**config.mk**
```make
export PLATFORM = sky130hd
export DESIGN_NAME = modal_counter
export DESIGN_NICKNAME = d
export VERILOG_FILES = /design/src/rtl/counter_pkg.sv /design/src/rtl/counter_prescaler.sv /design/src/rtl/modal_counter.sv
export SDC_FILE = /design/constraint.sdc
export NUM_CORES = 1
export LEC_CHECK = 0
export BUFFER_PORTS_ARGS = -buffer_cell sky130_fd_sc_hd__buf_2
export CORE_MARGIN = 10
export CORE_UTILIZATION = 55
export DETAILED_ROUTE_END_ITERATION = 12
export PLACE_DENSITY = 0.85
export SLEW_MARGIN = 20
export SYNTH_ARGS = -nofsm -noshare
export SYNTH_HDL_FRONTEND = slang
export SYNTH_SLANG_ARGS = --single-unit
```
**constraint.sdc**
```tcl
create_clock -name clk_i -period 17.21 [get_ports clk_i]
set_input_delay 1.721 -clock clk_i [delete_from_list [all_inputs] [get_ports clk_i]]
set_output_delay 1.721 -clock clk_i [all_outputs]
set_load 0.03 [all_outputs]
```
**src/rtl/counter_pkg.sv**
```systemverilog
// Shared types for the modal counter: terminal-count modes and the
// run/done state of the one-shot machine.
package counter_pkg;

    typedef enum logic [1:0] {
        MODE_WRAP    = 2'd0,
        MODE_SAT     = 2'd1,
        MODE_ONESHOT = 2'd2,
        MODE_RSVD    = 2'd3
    } mode_e;

    typedef enum logic {
        ST_RUN  = 1'b0,
        ST_DONE = 1'b1
    } state_e;

endpackage

```
**src/rtl/counter_prescaler.sv**
```systemverilog
// Enable prescaler: produces one tick per (reload_i + 1) enabled cycles.
// The tick is a combinational decode of the prescaler register so the
// parent consumes it on the same edge. If reload_i is lowered below the
// current count, the count runs on to all-ones and the tick fires there.
module counter_prescaler #(
    parameter int PRESCALE_W = 8
) (
    input  logic                  clk_i,
    input  logic                  rst_i,
    input  logic                  clear_i,
    input  logic                  en_i,
    input  logic [PRESCALE_W-1:0] reload_i,
    output logic                  tick_o
);

    logic [PRESCALE_W-1:0] cnt_r;
    logic                  at_max_s;

    assign at_max_s = (cnt_r == {PRESCALE_W{1'b1}});
    assign tick_o   = en_i && ((cnt_r == reload_i) || at_max_s);

    // Prescaler count: restart on reset, clear or tick, advance when enabled.
    always_ff @(posedge clk_i) begin
        if (rst_i || clear_i) begin
            cnt_r <= {PRESCALE_W{1'b0}};
        end else if (tick_o) begin
            cnt_r <= {PRESCALE_W{1'b0}};
        end else if (en_i) begin
            cnt_r <= cnt_r + {{(PRESCALE_W-1){1'b0}}, 1'b1};
        end else begin
            cnt_r <= cnt_r;
        end
    end

endmodule

```
**src/rtl/modal_counter.sv**
```systemverilog
// Modal counter: programmable step, limit and prescaler with wrap,
// saturate and one-shot terminal behaviour. All outputs are registered.
module modal_counter
    import counter_pkg::*;
#(
    parameter int WIDTH      = 8,
    parameter int STEP_W     = 4,
    parameter int PRESCALE_W = 8
) (
    input  logic                  clk_i,
    input  logic                  rst_i,
    input  logic                  clear_i,
    input  logic                  en_i,
    input  logic                  load_i,
    input  logic                  down_i,
    input  logic [1:0]            mode_i,
    input  logic [STEP_W-1:0]     step_i,
    input  logic [WIDTH-1:0]      limit_i,
    input  logic [PRESCALE_W-1:0] prescale_i,
    input  logic [WIDTH-1:0]      d_i,
    output logic [WIDTH-1:0]      q_o,
    output logic                  tick_o,
    output logic                  overflow_o,
    output logic                  underflow_o,
    output logic                  sat_o,
    output logic                  done_o
);

    localparam logic [WIDTH-1:0] ONE_W = {{(WIDTH-1){1'b0}}, 1'b1};

    logic [WIDTH-1:0] q_r;
    logic             tick_r;
    logic             overflow_r;
    logic             underflow_r;
    logic             sat_r;
    logic             done_r;
    state_e           state_r;

    logic             presc_en_s;
    logic             presc_clear_s;
    logic             presc_tick_s;

    mode_e            mode_s;
    logic             is_wrap_s;
    logic [WIDTH:0]   lim1_s;
    logic [WIDTH:0]   step_ext_s;
    logic [WIDTH:0]   step_mod_s;
    logic [WIDTH:0]   step_use_s;
    logic [WIDTH:0]   sum_s;
    logic [WIDTH-1:0] q_next_s;
    logic             ovf_next_s;
    logic             unf_next_s;
    logic             sat_next_s;
    logic             done_next_s;
    state_e           state_next_s;

    // Prescaler is frozen in DONE; load restarts it just like clear.
    assign presc_en_s    = en_i && (state_r == ST_RUN);
    assign presc_clear_s = clear_i || load_i;

    counter_prescaler #(
        .PRESCALE_W (PRESCALE_W)
    ) u_prescaler (
        .clk_i    (clk_i),
        .rst_i    (rst_i),
        .clear_i  (presc_clear_s),
        .en_i     (presc_en_s),
        .reload_i (prescale_i),
        .tick_o   (presc_tick_s)
    );

    // Next count and flag values should the current cycle carry a tick.
    always_comb begin
        mode_s       = mode_e'(mode_i);
        is_wrap_s    = (mode_s == MODE_WRAP) || (mode_s == MODE_RSVD);
        lim1_s       = {1'b0, limit_i} + {{WIDTH{1'b0}}, 1'b1};
        step_ext_s   = {{(WIDTH+1-STEP_W){1'b0}}, step_i};
        // Oversized steps only make sense modulo the range when wrapping.
        step_mod_s   = step_ext_s % lim1_s;
        step_use_s   = is_wrap_s ? step_mod_s : step_ext_s;
        sum_s        = {1'b0, q_r} + step_use_s;
        q_next_s     = q_r;
        ovf_next_s   = 1'b0;
        unf_next_s   = 1'b0;
        sat_next_s   = 1'b0;
        done_next_s  = done_r;
        state_next_s = state_r;
        if (!down_i) begin
            if (sum_s > {1'b0, limit_i}) begin
                case (mode_s)
                    MODE_SAT: begin
                        q_next_s   = limit_i;
                        ovf_next_s = !(sat_r && (q_r == limit_i));
                        sat_next_s = 1'b1;
                    end
                    MODE_ONESHOT: begin
                        q_next_s     = limit_i;
                        ovf_next_s   = 1'b1;
                        done_next_s  = 1'b1;
                        state_next_s = ST_DONE;
                    end
                    default: begin
                        q_next_s   = q_r + step_use_s[WIDTH-1:0] - limit_i - ONE_W;
                        ovf_next_s = 1'b1;
                    end
                endcase
            end else begin
                q_next_s   = sum_s[WIDTH-1:0];
                // A zero step leaves a pinned counter on its bound.
                sat_next_s = (mode_s == MODE_SAT) && sat_r && (sum_s[WIDTH-1:0] == q_r);
            end
        end else begin
            if (step_use_s <= {1'b0, q_r}) begin
                q_next_s   = q_r - step_use_s[WIDTH-1:0];
                sat_next_s = (mode_s == MODE_SAT) && sat_r && (step_use_s == {(WIDTH+1){1'b0}});
            end else begin
                case (mode_s)
                    MODE_SAT: begin
                        q_next_s   = {WIDTH{1'b0}};
                        unf_next_s = !(sat_r && (q_r == {WIDTH{1'b0}}));
                        sat_next_s = 1'b1;
                    end
                    MODE_ONESHOT: begin
                        q_next_s     = {WIDTH{1'b0}};
                        unf_next_s   = 1'b1;
                        done_next_s  = 1'b1;
                        state_next_s = ST_DONE;
                    end
                    default: begin
                        q_next_s   = q_r + limit_i + ONE_W - step_use_s[WIDTH-1:0];
                        unf_next_s = 1'b1;
                    end
                endcase
            end
        end
    end

    // Count, flag and RUN/DONE state register with reset > clear > load > tick.
    always_ff @(posedge clk_i) begin
        if (rst_i || clear_i) begin
            q_r         <= {WIDTH{1'b0}};
            tick_r      <= 1'b0;
            overflow_r  <= 1'b0;
            underflow_r <= 1'b0;
            sat_r       <= 1'b0;
            done_r      <= 1'b0;
            state_r     <= ST_RUN;
        end else if (load_i) begin
            q_r         <= (d_i > limit_i) ? limit_i : d_i;
            tick_r      <= 1'b0;
            overflow_r  <= 1'b0;
            underflow_r <= 1'b0;
            sat_r       <= 1'b0;
            done_r      <= 1'b0;
            state_r     <= ST_RUN;
        end else if (presc_tick_s) begin
            q_r         <= q_next_s;
            tick_r      <= 1'b1;
            overflow_r  <= ovf_next_s;
            underflow_r <= unf_next_s;
            sat_r       <= sat_next_s;
            done_r      <= done_next_s;
            state_r     <= state_next_s;
        end else begin
            tick_r      <= 1'b0;
            overflow_r  <= 1'b0;
            underflow_r <= 1'b0;
        end
    end

    assign q_o         = q_r;
    assign tick_o      = tick_r;
    assign overflow_o  = overflow_r;
    assign underflow_o = underflow_r;
    assign sat_o       = sat_r;
    assign done_o      = done_r;

endmodule

```
Yosys cells after proc, flatten, opt, wreduce, memory -nomap -nowiden. Index checks and enable logic that the tools add are counted.

Multipliers: 0. Bitwise gates (word level): 4. Order comparisons: 3. Reduce and logical (&&, ||, !) cells: 25. Shift operators: 0. Equality and inequality tests: 8. Multiplexer cells: 24. Add/sub/neg operators: 10. Div/mod/pow operators: 1.

Operators with widths (number): 2-to-1 mux 8 bit (8); == test 8 bit (3); subtractor 8 bit (3); adder 8 x 1 -> 8 bit, second input constant (2); adder 8 bit (2); 2-to-1 mux 1 bit (15); OR reduction 5 bit (2); adder 8 x 1 -> 9 bit, second input constant (1); adder 8 x 9 -> 9 bit (1); > comparator 9 x 8 -> 1 bit (1); less-or-equal comparator 9 x 8 -> 1 bit (1); logical NOT 9 bit (1); remainder unit 4 x 9 -> 9 bit (1); 2-to-1 mux 9 bit (1); == test 8 bit, second input constant (1); > comparator 8 bit (1); logical NOT 8 bit (1); subtractor 8 x 1 -> 8 bit, second input constant (1); logical AND 1 bit (7); OR reduction 2 bit (3); logical OR 1 bit (5); == test 2 bit, second input constant (2); inverter 1 bit (4); nonzero test 2 bit (2); 5 further kinds (6).

Bits in latches: 0. Memories: 0. Register bits: 22. Memory bits (read-only): 0. Input bits: 36. Word-level logic and storage cells: 83. Bits in writable memories: 0.

Logic depth before layout (Yosys ltp). Gate-level depths: netlist of the first run.

Depth after elaboration: 11. Mapped depth: 81. Gate-level depth less buffers: 76.

Hierarchy. Synthesis of the first run repeated with hierarchy kept, for this count alone.

Cell total of the unflattened synthesis: 879. Area, all modules: 6627.6 sq um.

By module, submodules not included: modal_counter (cells an instance 822, sequential area each 280.3 sq um, area each 6110.9 sq um, instances 1); counter_prescaler (cells an instance 57, sequential area each 160.2 sq um, area each 516.7 sq um, instances 1).

Worst setup path after synthesis of the first run. Ideal clock, no wire load.

Kind: input port to flip-flop. Start: input limit_i[0]. End: register q_r[0], in the netlist q_o[0]. Path slack: 0.249 ns. Library setup time: 0.069 ns. Stages on the path: 72. Data required time: 17.141 ns. Path buffers: 4. Data arrival time: 16.892 ns. Cell sequence: ha_1 -> buf_2 -> a211o_1 -> or4_4 -> nand2_1 -> buf_2 -> and3_1 -> ha_1 -> or4b_2 -> o211ai_1 -> nor3_4 -> ha_1 -> o21a_1 -> o21ai_0 -> nor2_1 -> mux2_2 -> ha_1 -> or3_1 -> [... 36 more ...] -> nand2_1 -> o31a_1 -> ha_1 -> a221o_1 -> a21oi_1 -> nor2_1 -> nor2_1 -> o21bai_1 -> nor2_1 -> o21ai_1 -> xnor2_1 -> ha_1 -> nand4_1 -> o22ai_1 -> o21ai_1 -> buf_6 -> mux2_4 -> o21ai_1.

Cells in the longest elaborated chain, start to end: 11. Elaborated cells between the ends (all ways): 22. Those cells by class: add/sub (9); div (1); order compare (3); mux (9).

RTL lines: from (decl) (line modal_counter.sv:18) `input logic [WIDTH-1:0] limit_i,`; adder 8 x 1 -> 9 bit (line modal_counter.sv:76) `lim1_s = {1'b0, limit_i} + {{WIDTH{1'b0}}, 1'b1};`; remainder unit 4 x 9 -> 9 bit (line modal_counter.sv:79) `step_mod_s = step_ext_s % lim1_s;`; 2-to-1 mux 9 bit (line modal_counter.sv:80) `step_use_s = is_wrap_s ? step_mod_s : step_ext_s;`; adder 8 bit (line modal_counter.sv:103) `q_next_s = q_r + step_use_s[WIDTH-1:0] - limit_i - ONE_W;`; subtractor 8 bit (line modal_counter.sv:103); subtractor 8 x 1 -> 8 bit (line modal_counter.sv:103); 2-to-1 mux 8 bit (line modal_counter.sv:90) `case (mode_s)`; 2-to-1 mux 8 bit (line modal_counter.sv:89) `if (sum_s > {1'b0, limit_i}) begin`; 2-to-1 mux 8 bit (line modal_counter.sv:88) `if (!down_i) begin`; 2-to-1 mux 8 bit (line modal_counter.sv:156) `end else if (presc_tick_s) begin`; 2-to-1 mux 8 bit (*) (line modal_counter.sv:148) `end else if (load_i) begin`; to (signal assigned) (line modal_counter.sv:141) `q_r <= {WIDTH{1'b0}};`; to (signal assigned) (line modal_counter.sv:149) `q_r <= (d_i > limit_i) ? limit_i : d_i;`; to (signal assigned) (line modal_counter.sv:157) `q_r <= q_next_s;`; to (decl) (line modal_counter.sv:31) `logic [WIDTH-1:0] q_r;`.

Every way passes the cells marked *; elsewhere a longest branch is shown, timed or not. The select of a mux whose other input is x is not followed. A chain may end at the register's enable or synchronous reset.

Final worst setup path of the first run. Same ends and word-level chain as after synthesis.

==> flow_metrics.env, run 1 <==
export IMPL_outcome="finished, final reports clean"
export IMPL_synth_edf_count=0
export IMPL_yosysTopAreaCell="ha_1"
export IMPL_ir_worst_vdd_mv=0.03169
export IMPL_min_period_ns=16.65
export IMPL_grt_pass1_vias=6722
export IMPL_avgRoutedWirePerCell_um=19.25
export IMPL_synthTopCellsByArea="ha_1 (21%), dfxtp_1 (6.6%), xnor2_1 (6.0%)"
export IMPL_cap_violations=0
export IMPL_grt_max_degree=35
export IMPL_ys_types=81
export IMPL_wl_mm=21.60
export IMPL_finalHoldWorstSlack_ns=0.4660
export IMPL_cts_root_buffer="clkbuf_16"
export IMPL_rows=40
export IMPL_skew_ns=0.008097
export IMPL_maxSlewHeadroom_pct=29.36
export IMPL_cts_buffers_inserted=3
export IMPL_setup_viol=0
export IMPL_drive_gt1_share_pct=16.92
export IMPL_tightest_slew_ns=1.052
export IMPL_hpwl_mm=16.99
export IMPL_drcViolationCount=0
export IMPL_fmax_mhz=60.07
export IMPL_dieHeight_um=130.5
export IMPL_syn_area_per_cell_um2=7.470
export IMPL_antennaDiodeCount=0
export IMPL_dpl_cell_area_um2=7308
export IMPL_synth_area_um2=6715
export IMPL_overflow=0
export IMPL_hold_path_class="register to register"
export IMPL_clkLatencyLatePin_ns=0.27
export IMPL_synth_main_ff_cell="dfxtp_1"
export IMPL_slew_violations=0
export IMPL_powerDensity_nw_per_um2=55.45
export IMPL_ctsHoldBuffers=0
export IMPL_cp_start_kind="input port"
export IMPL_final_util_pct=64.26
export IMPL_ant_nets=0
export IMPL_die_area_um2=17030
export IMPL_synthCells=899
export IMPL_routabilityCongestion=1.092
export IMPL_finalCritPeriodShare_pct=96.73
export IMPL_die_w_um=130.5
export IMPL_synthToLayoutAreaGrowth_pct=14.46
export IMPL_crit_path_top_delay_cell="or4b_2"
export IMPL_core_region_area_um2=11960
export IMPL_synth_top_area_share_pct=21.05
export IMPL_antenna_found_initial=0
export IMPL_dr_pass1_iters=6
export IMPL_ioPinCount=49
export IMPL_final_hold_violation_count=0
export IMPL_cts_max_level=1
export IMPL_cts_tree="done"
export IMPL_fillers=1057
export IMPL_vias_per_cell=6.372
export IMPL_clk_path_buf_depth=2
export IMPL_cp_arrival_ns=16.84
export IMPL_cp_slowest_stage_delay_ns=0.62
export IMPL_path_class="input port to register"
export IMPL_final_nets=1142
export IMPL_path_max_fanout=10
export IMPL_synth_most_common_cell="ha_1"
export IMPL_ys_ff_latch=22
export IMPL_required_ns=17.41
export IMPL_start_util_pct=56.14
export IMPL_clock_sinks=22
export IMPL_vias=7149
export IMPL_ys_seq_area_share_pct=6.559
export IMPL_finalSetupTns_ns=0
export IMPL_path_clk_slew_ns=0.07
export IMPL_synth_async_sr_flop_share_pct=0
export IMPL_p_total_w=0.0004262
export IMPL_final_area_um2=7686
export IMPL_yosys_warnings=0
export IMPL_total_leakage_power_nw=3.639
export IMPL_portBuffers=48
export IMPL_end_kind="register"
export IMPL_netlist_top_cells_count="ha_1 (113), inv_1 (80), a21oi_1 (79)"
export IMPL_grt_pass1_wl_mm=33.82
export IMPL_grt_util_all_layers_pct=24.27
export IMPL_drt_iter0_markers=787
-- report_power, final --
group | internal (W) | total [W] | switching, W
Clock | 0.0000356 | 0.0000571 | 0.0000214
Sequential | 0.0000519 | 0.0000554 | 0.00000356
Combinational | 0.000130 | 0.000314 | 0.000184
-- per-stage QoR --
step                      cells  setup slack, ns
after detailed placement   1109         -0.08388
after CTS                  1113           0.1451
final                      1122           0.5632
after global placement     1109           0.1946
after global routing       1122          -0.1014
after floorplan             902           0.2492
-- placed cells by master (no fill, tap or decap), types with 18 or more instances in the layout --
cell type  Yosys  routed
o21ai_0       46      43
mux2i_1       19      18
nand4_1       18      18
buf_2          6      48
a21oi_1       79      72
ha_1         113     108
nor3_1        21      21
dfxtp_1       22      22
inv_1         80      80
xor2_1        26      25
buf_4          1      43
xnor2_1       46      44
nor2_1        78      75
nand2_1       56      55
-- path summary, 6_finish.rpt --
path | startpoint | to | slack [ns] | depth (start not counted)
hold reg to reg | done_o | done_o | 0.47 | 2
setup / recovery | limit_i[0] | q_o[0] | 0.56 | 74
hold / removal | done_o | done_o | 0.47 | 2
setup reg to reg | q_o[1] | q_o[0] | 13.11 | 18
-- repair_timing --
item / in CTS / in global routing
endpoints found under the setup margin: 0 / 13
buffers inserted: 0 / 8
gates resized for setup: 0 / 45
-- cell type report --
class	count	area (um^2)	area share (%)
Clock buffer	4	88.84	1.156
Inverter	82	307.8	4.005
Multi-Input combinational cell	773	6072	79.00
Sequential cell	22	440.4	5.730
Tap cell	147	183.9	2.393
Timing Repair Buffer	94	593.1	7.716
-- flip-flops by register name, summed over array words and instances, names as in the netlist --
| signal | count |
|---|---|
| done_o | 1 |
| overflow_o | 1 |
| q_o | 8 |
| sat_o | 1 |
| state_r | 1 |
| tick_o | 1 |
| u_prescaler.cnt_r | 8 |
| underflow_o | 1 |
-- per-layer routing --
layer  part of all wire [%]  vias up  track usage, %  wire (um)
li1                       -     3423               -          -
met1                     41     3320           31.95       8798
met2                     47      346           39.96      10240
met3                    9.5       60           4.069       2052
met4                    2.4        0           6.671        508
met5                      0        -               0          0
-- logic make-up after synthesis --
group / synth area share (%)
compound gates: 26.74
xor+xnor: 9.726
fa+ha+maj: 26.12
buf+inv: 6.372
flops: 6.559
mux: 3.894
other cells: 0.05584
simple gates: 20.53
-- critical path: cells and delay by family --
family,cells,cell delay [ns]
AO/OA/AOI/OAI,30,5.51
buffers and inverters,7,1.15
adder cells (fa/ha/maj),11,2.88
AND/OR/NAND/NOR,22,4.30
XOR/XNOR,1,0.23
multiplexers,3,1.02
Note: power is estimated with default switching activity, not from simulation.
==> run 2: changes to the inputs <==
--- a/config.mk
+++ b/config.mk
@@ -8,6 +8,8 @@
 export BUFFER_PORTS_ARGS = -buffer_cell sky130_fd_sc_hd__buf_2
 export CORE_MARGIN = 10
 export CORE_UTILIZATION = 55
+export CTS_BUF_LIST = sky130_fd_sc_hd__clkbuf_2
+export CTS_CLUSTER_SIZE = 8
 export DETAILED_ROUTE_END_ITERATION = 12
 export PLACE_DENSITY = 0.85
 export SLEW_MARGIN = 20
==> constraint.sdc (replaced) <==
create_clock -name clk_i -period 17.21 [get_ports clk_i]
set_input_delay 4.3025 -clock clk_i [delete_from_list [all_inputs] [get_ports clk_i]]
set_output_delay 4.3025 -clock clk_i [all_outputs]
set_load 0.03 [all_outputs]
==> run 2 against run 1 <==
  * Synthesized area stayed put
  * Synthesized cell count stayed put
  * The flow now stops in global routing (5_1_grt)
==> flow_metrics.env, run 2 <==
export IMPL_error="[ERROR GRT-0232] Routing congestion too high. Check the congestion heatmap in the GUI."
export IMPL_yosysTopAreaCell="ha_1"
export IMPL_overflow=65
export IMPL_synth_most_common_cell="ha_1"
export IMPL_synth_area_um2=6715
export IMPL_crit_endpoint="q_o[6]$_SDFFE_PP0P_/D"
export IMPL_dieHeight_um=130.5
export IMPL_grt_max_degree=35
export IMPL_synth_main_ff_cell="dfxtp_1"
export IMPL_clock_sinks=22
export IMPL_ys_types=81
export IMPL_yosys_warnings=0
export IMPL_clk_path_buf_depth=2
export IMPL_hpwl_mm=21.91
export IMPL_dpl_cell_area_um2=9383
export IMPL_outcome="stopped before the end"
export IMPL_synth_edf_count=0
export IMPL_routabilityCongestion=1.011
export IMPL_stop_stage="global routing (5_1_grt)"
export IMPL_netlist_top_cells_count="ha_1 (113), inv_1 (80), a21oi_1 (79)"
export IMPL_portBuffers=48
export IMPL_cts_buffers_inserted=3
export IMPL_place_worst_setup_slack_ns=-1.682
export IMPL_cts_root_buffer="clkbuf_2"
export IMPL_synth_top_area_share_pct=21.05
export IMPL_grt_util_all_layers_pct=68.56
export IMPL_syn_area_per_cell_um2=7.470
export IMPL_cts_max_level=1
export IMPL_ioPinCount=49
export IMPL_worst_ep_kind="sequential cell input"
export IMPL_synthTopCellsByArea="ha_1 (21%), dfxtp_1 (6.6%), xnor2_1 (6.0%)"
export IMPL_ys_ff_latch=22
export IMPL_start_util_pct=56.14
export IMPL_synthCells=899
export IMPL_ys_seq_area_share_pct=6.559
export IMPL_synth_async_sr_flop_share_pct=0
export IMPL_rows=40
export IMPL_die_w_um=130.5
## run 2: cell counts after synthesis
No cell type changed its count.
## run 2: metal layers
layer / global-route usage [%] / overflow
met5: 26.23 / 0
met4: 70.37 / 27
met3: 57.66 / 1
met2: 82.31 / 37
met1: 66.60 / 0
## run 2: what timing repair did
item / 4_1_cts
pin swaps: 62
setup endpoints to repair: 13
gates resized for setup: 71
endpoints found under the hold margin: 0
buffers inserted: 43
hold buffers: 0
## run 2: cells by family after synthesis
logic type	share of synthesized area, %
compound gates	26.74
xor+xnor	9.726
fa+ha+maj	26.12
buf+inv	6.372
flops	6.559
mux	3.894
other cells	0.05584
simple gates	20.53
## run 2: through the flow
stage	std cells	hold WS, ns
2_1_floorplan	902	0.4257
3_3_place_gp	1332	0.4406
3_5_place_dp	1332	0.4379
4_1_cts	1379	0.4789
==> run 3: changes to the inputs <==
--- a/config.mk
+++ b/config.mk
@@ -7,11 +7,9 @@
 export LEC_CHECK = 0
 export BUFFER_PORTS_ARGS = -buffer_cell sky130_fd_sc_hd__buf_2
 export CORE_MARGIN = 10
-export CORE_UTILIZATION = 55
-export CTS_BUF_LIST = sky130_fd_sc_hd__clkbuf_2
-export CTS_CLUSTER_SIZE = 8
+export CORE_UTILIZATION = 40
 export DETAILED_ROUTE_END_ITERATION = 12
-export PLACE_DENSITY = 0.85
+export PLACE_DENSITY_LB_ADDON = 0.15
 export SLEW_MARGIN = 20
 export SYNTH_ARGS = -nofsm -noshare
 export SYNTH_HDL_FRONTEND = slang
==> constraint.sdc (replaced) <==
create_clock -name clk_i -period 22.4 [get_ports clk_i]
set_input_delay 5.6 -clock clk_i [delete_from_list [all_inputs] [get_ports clk_i]]
set_output_delay 5.6 -clock clk_i [all_outputs]
set_load 0.03 [all_outputs]
==> run 3 against run 2 <==
  * The run now ends clean
==> flow_metrics.env, run 3 (synthesis gave the netlist of run 1 again) <==
export IMPL_crit_path_top_delay_cell="or4b_2"
export IMPL_outcome="finished, final reports clean"
export IMPL_wl_mm=21.67
export IMPL_vias=6699
export IMPL_cts_buffers_inserted=3
export IMPL_die_w_um=149.6
export IMPL_clk_path_buf_depth=2
export IMPL_grt_pass1_vias=6328
export IMPL_routabilityCongestion=0.9334
export IMPL_hold_path_class="register to register"
export IMPL_reg2reg_from="q_o[0]"
export IMPL_cts_setup_buffers=0
export IMPL_antenna_found_initial=0
export IMPL_grt_max_degree=35
export IMPL_cap_violations=0
export IMPL_min_period_ns=21.49
export IMPL_synthToLayoutAreaGrowth_pct=9.912
export IMPL_required_ns=22.54
export IMPL_final_nets=1114
export IMPL_fmax_mhz=46.53
export IMPL_portBuffers=48
export IMPL_vias_per_cell=5.740
export IMPL_maxSlewHeadroom_pct=34.55
export IMPL_clkLatencyLatePin_ns=0.26
export IMPL_final_common_cell="ha_1"
export IMPL_reg2regPathDepth=15
export IMPL_cp_start_kind="input port"
export IMPL_powerDensity_nw_per_um2=43.33
export IMPL_crit_reg2reg_capture="q_o[7]"
export IMPL_overflow=0
export IMPL_rsz0062_at_grt="no"
export IMPL_final_util_pct=44.67
export IMPL_cts_root_buffer="clkbuf_16"
export IMPL_hold_depth=2
export IMPL_hold_end="state_r"
export IMPL_rows=47
export IMPL_core_region_area_um2=16520
export IMPL_min_delay_start="state_r"
export IMPL_skew_ns=0.003035
export IMPL_setup_viol=0
export IMPL_ctsHoldBuffers=0
export IMPL_cp_arrival_ns=21.63
export IMPL_drcViolationCount=0
export IMPL_p_total_w=0.0003198
export IMPL_cts_tree="done"
export IMPL_r2r_slack_ns=18.43
export IMPL_crit_top_cell="ha_1"
export IMPL_total_leakage_power_nw=3.466
export IMPL_cts_max_level=1
export IMPL_grt_pass1_wl_mm=33.91
export IMPL_drt_iter0_markers=487
export IMPL_start_util_pct=40.64
export IMPL_dr_pass1_iters=7
export IMPL_final_hold_violation_count=0
export IMPL_avgRoutedWirePerCell_um=18.57
export IMPL_layout_common_cells="ha_1 (113), inv_1 (80), nor2_1 (78), a21oi_1 (78), nand2_1 (56)"
export IMPL_fillers=1723
export IMPL_finalCritPeriodShare_pct=95.94
export IMPL_cp_slowest_stage_delay_ns=0.62
export IMPL_die_area_um2=22370
export IMPL_grt_util_all_layers_pct=18.64
export IMPL_ant_nets=0
export IMPL_finalSetupTns_ns=0
export IMPL_drive_gt1_share_pct=11.19
export IMPL_path_max_fanout=10
export IMPL_clock_sinks=22
export IMPL_antennaDiodeCount=0
export IMPL_dieHeight_um=149.6
export IMPL_path_class="input port to register"
export IMPL_end_kind="register"
export IMPL_path_clk_slew_ns=0.07
export IMPL_ir_worst_vdd_mv=0.03564
export IMPL_slew_violations=0
export IMPL_cts_resized=0
export IMPL_tightest_slew_ns=0.9747
export IMPL_hpwl_mm=17.90
export IMPL_ioPinCount=49
## run 3: area by class of cell
class	instances	area [um^2]	share of cell area, %
Tap cell	220	275.3	3.729
Clock buffer	3	75.07	1.017
Sequential cell	22	440.4	5.967
Multi-Input combinational cell	773	5877	79.62
Clock inverter	1	30.03	0.4068
Timing Repair Buffer	66	375.4	5.086
Inverter	82	307.8	4.170
## run 3: worst max-delay path by stage
stage                     depth (start not counted)       start      to
after CTS                                        69  limit_i[1]  q_o[7]
final                                            67  limit_i[1]  q_o[7]
after floorplan                                  72  limit_i[0]  q_o[0]
after global routing                             67  limit_i[1]  q_o[7]
after global placement                           69  limit_i[1]  q_o[7]
after detailed placement                         69  limit_i[1]  q_o[7]
## run 3: metal layers
| metal | vias up | part of all wire, % | track usage (%) |
|---|---|---|---|
| met4 | 0 | 0.27 | 0.7851 |
| met3 | 6 | 4.8 | 1.872 |
| met1 | 3160 | 47 | 25.80 |
| met5 | - | 0 | 0 |
| li1 | 3358 | - | - |
| met2 | 175 | 48 | 31.91 |
## run 3: where the power goes
group | total, W | switching [W] | internal, W
Sequential | 0.0000421 | 0.00000229 | 0.0000398
Clock | 0.0000522 | 0.0000166 | 0.0000356
Combinational | 0.000225 | 0.000134 | 0.0000915
Total | 0.000320 | 0.000153 | 0.000167
## run 3: through the flow
stage | hold slack (ns) | cells | area, um^2 | worst slack [ns]
5_1_grt | 0.4904 | 1167 | 7381 | 0.02979
2_1_floorplan | 0.4257 | 902 | 6726 | 1.560
6_report | 0.4636 | 1167 | 7381 | 0.9105
4_1_cts | 0.4721 | 1167 | 7362 | 0.6881
3_3_place_gp | 0.4524 | 1163 | 7257 | 0.6929
3_5_place_dp | 0.4553 | 1163 | 7257 | 0.4936
## run 3: critical path: cells and delay by family
family | cells | cell delay (ns)
AOI/OAI and AO/OA | 27 | 5.97
xor gates and xnor gates | 1 | 0.11
adders and majority gates | 11 | 3.52
buffers and inverters | 5 | 0.77
muxes | 4 | 1.47
and+or+nand+nor | 19 | 4.16
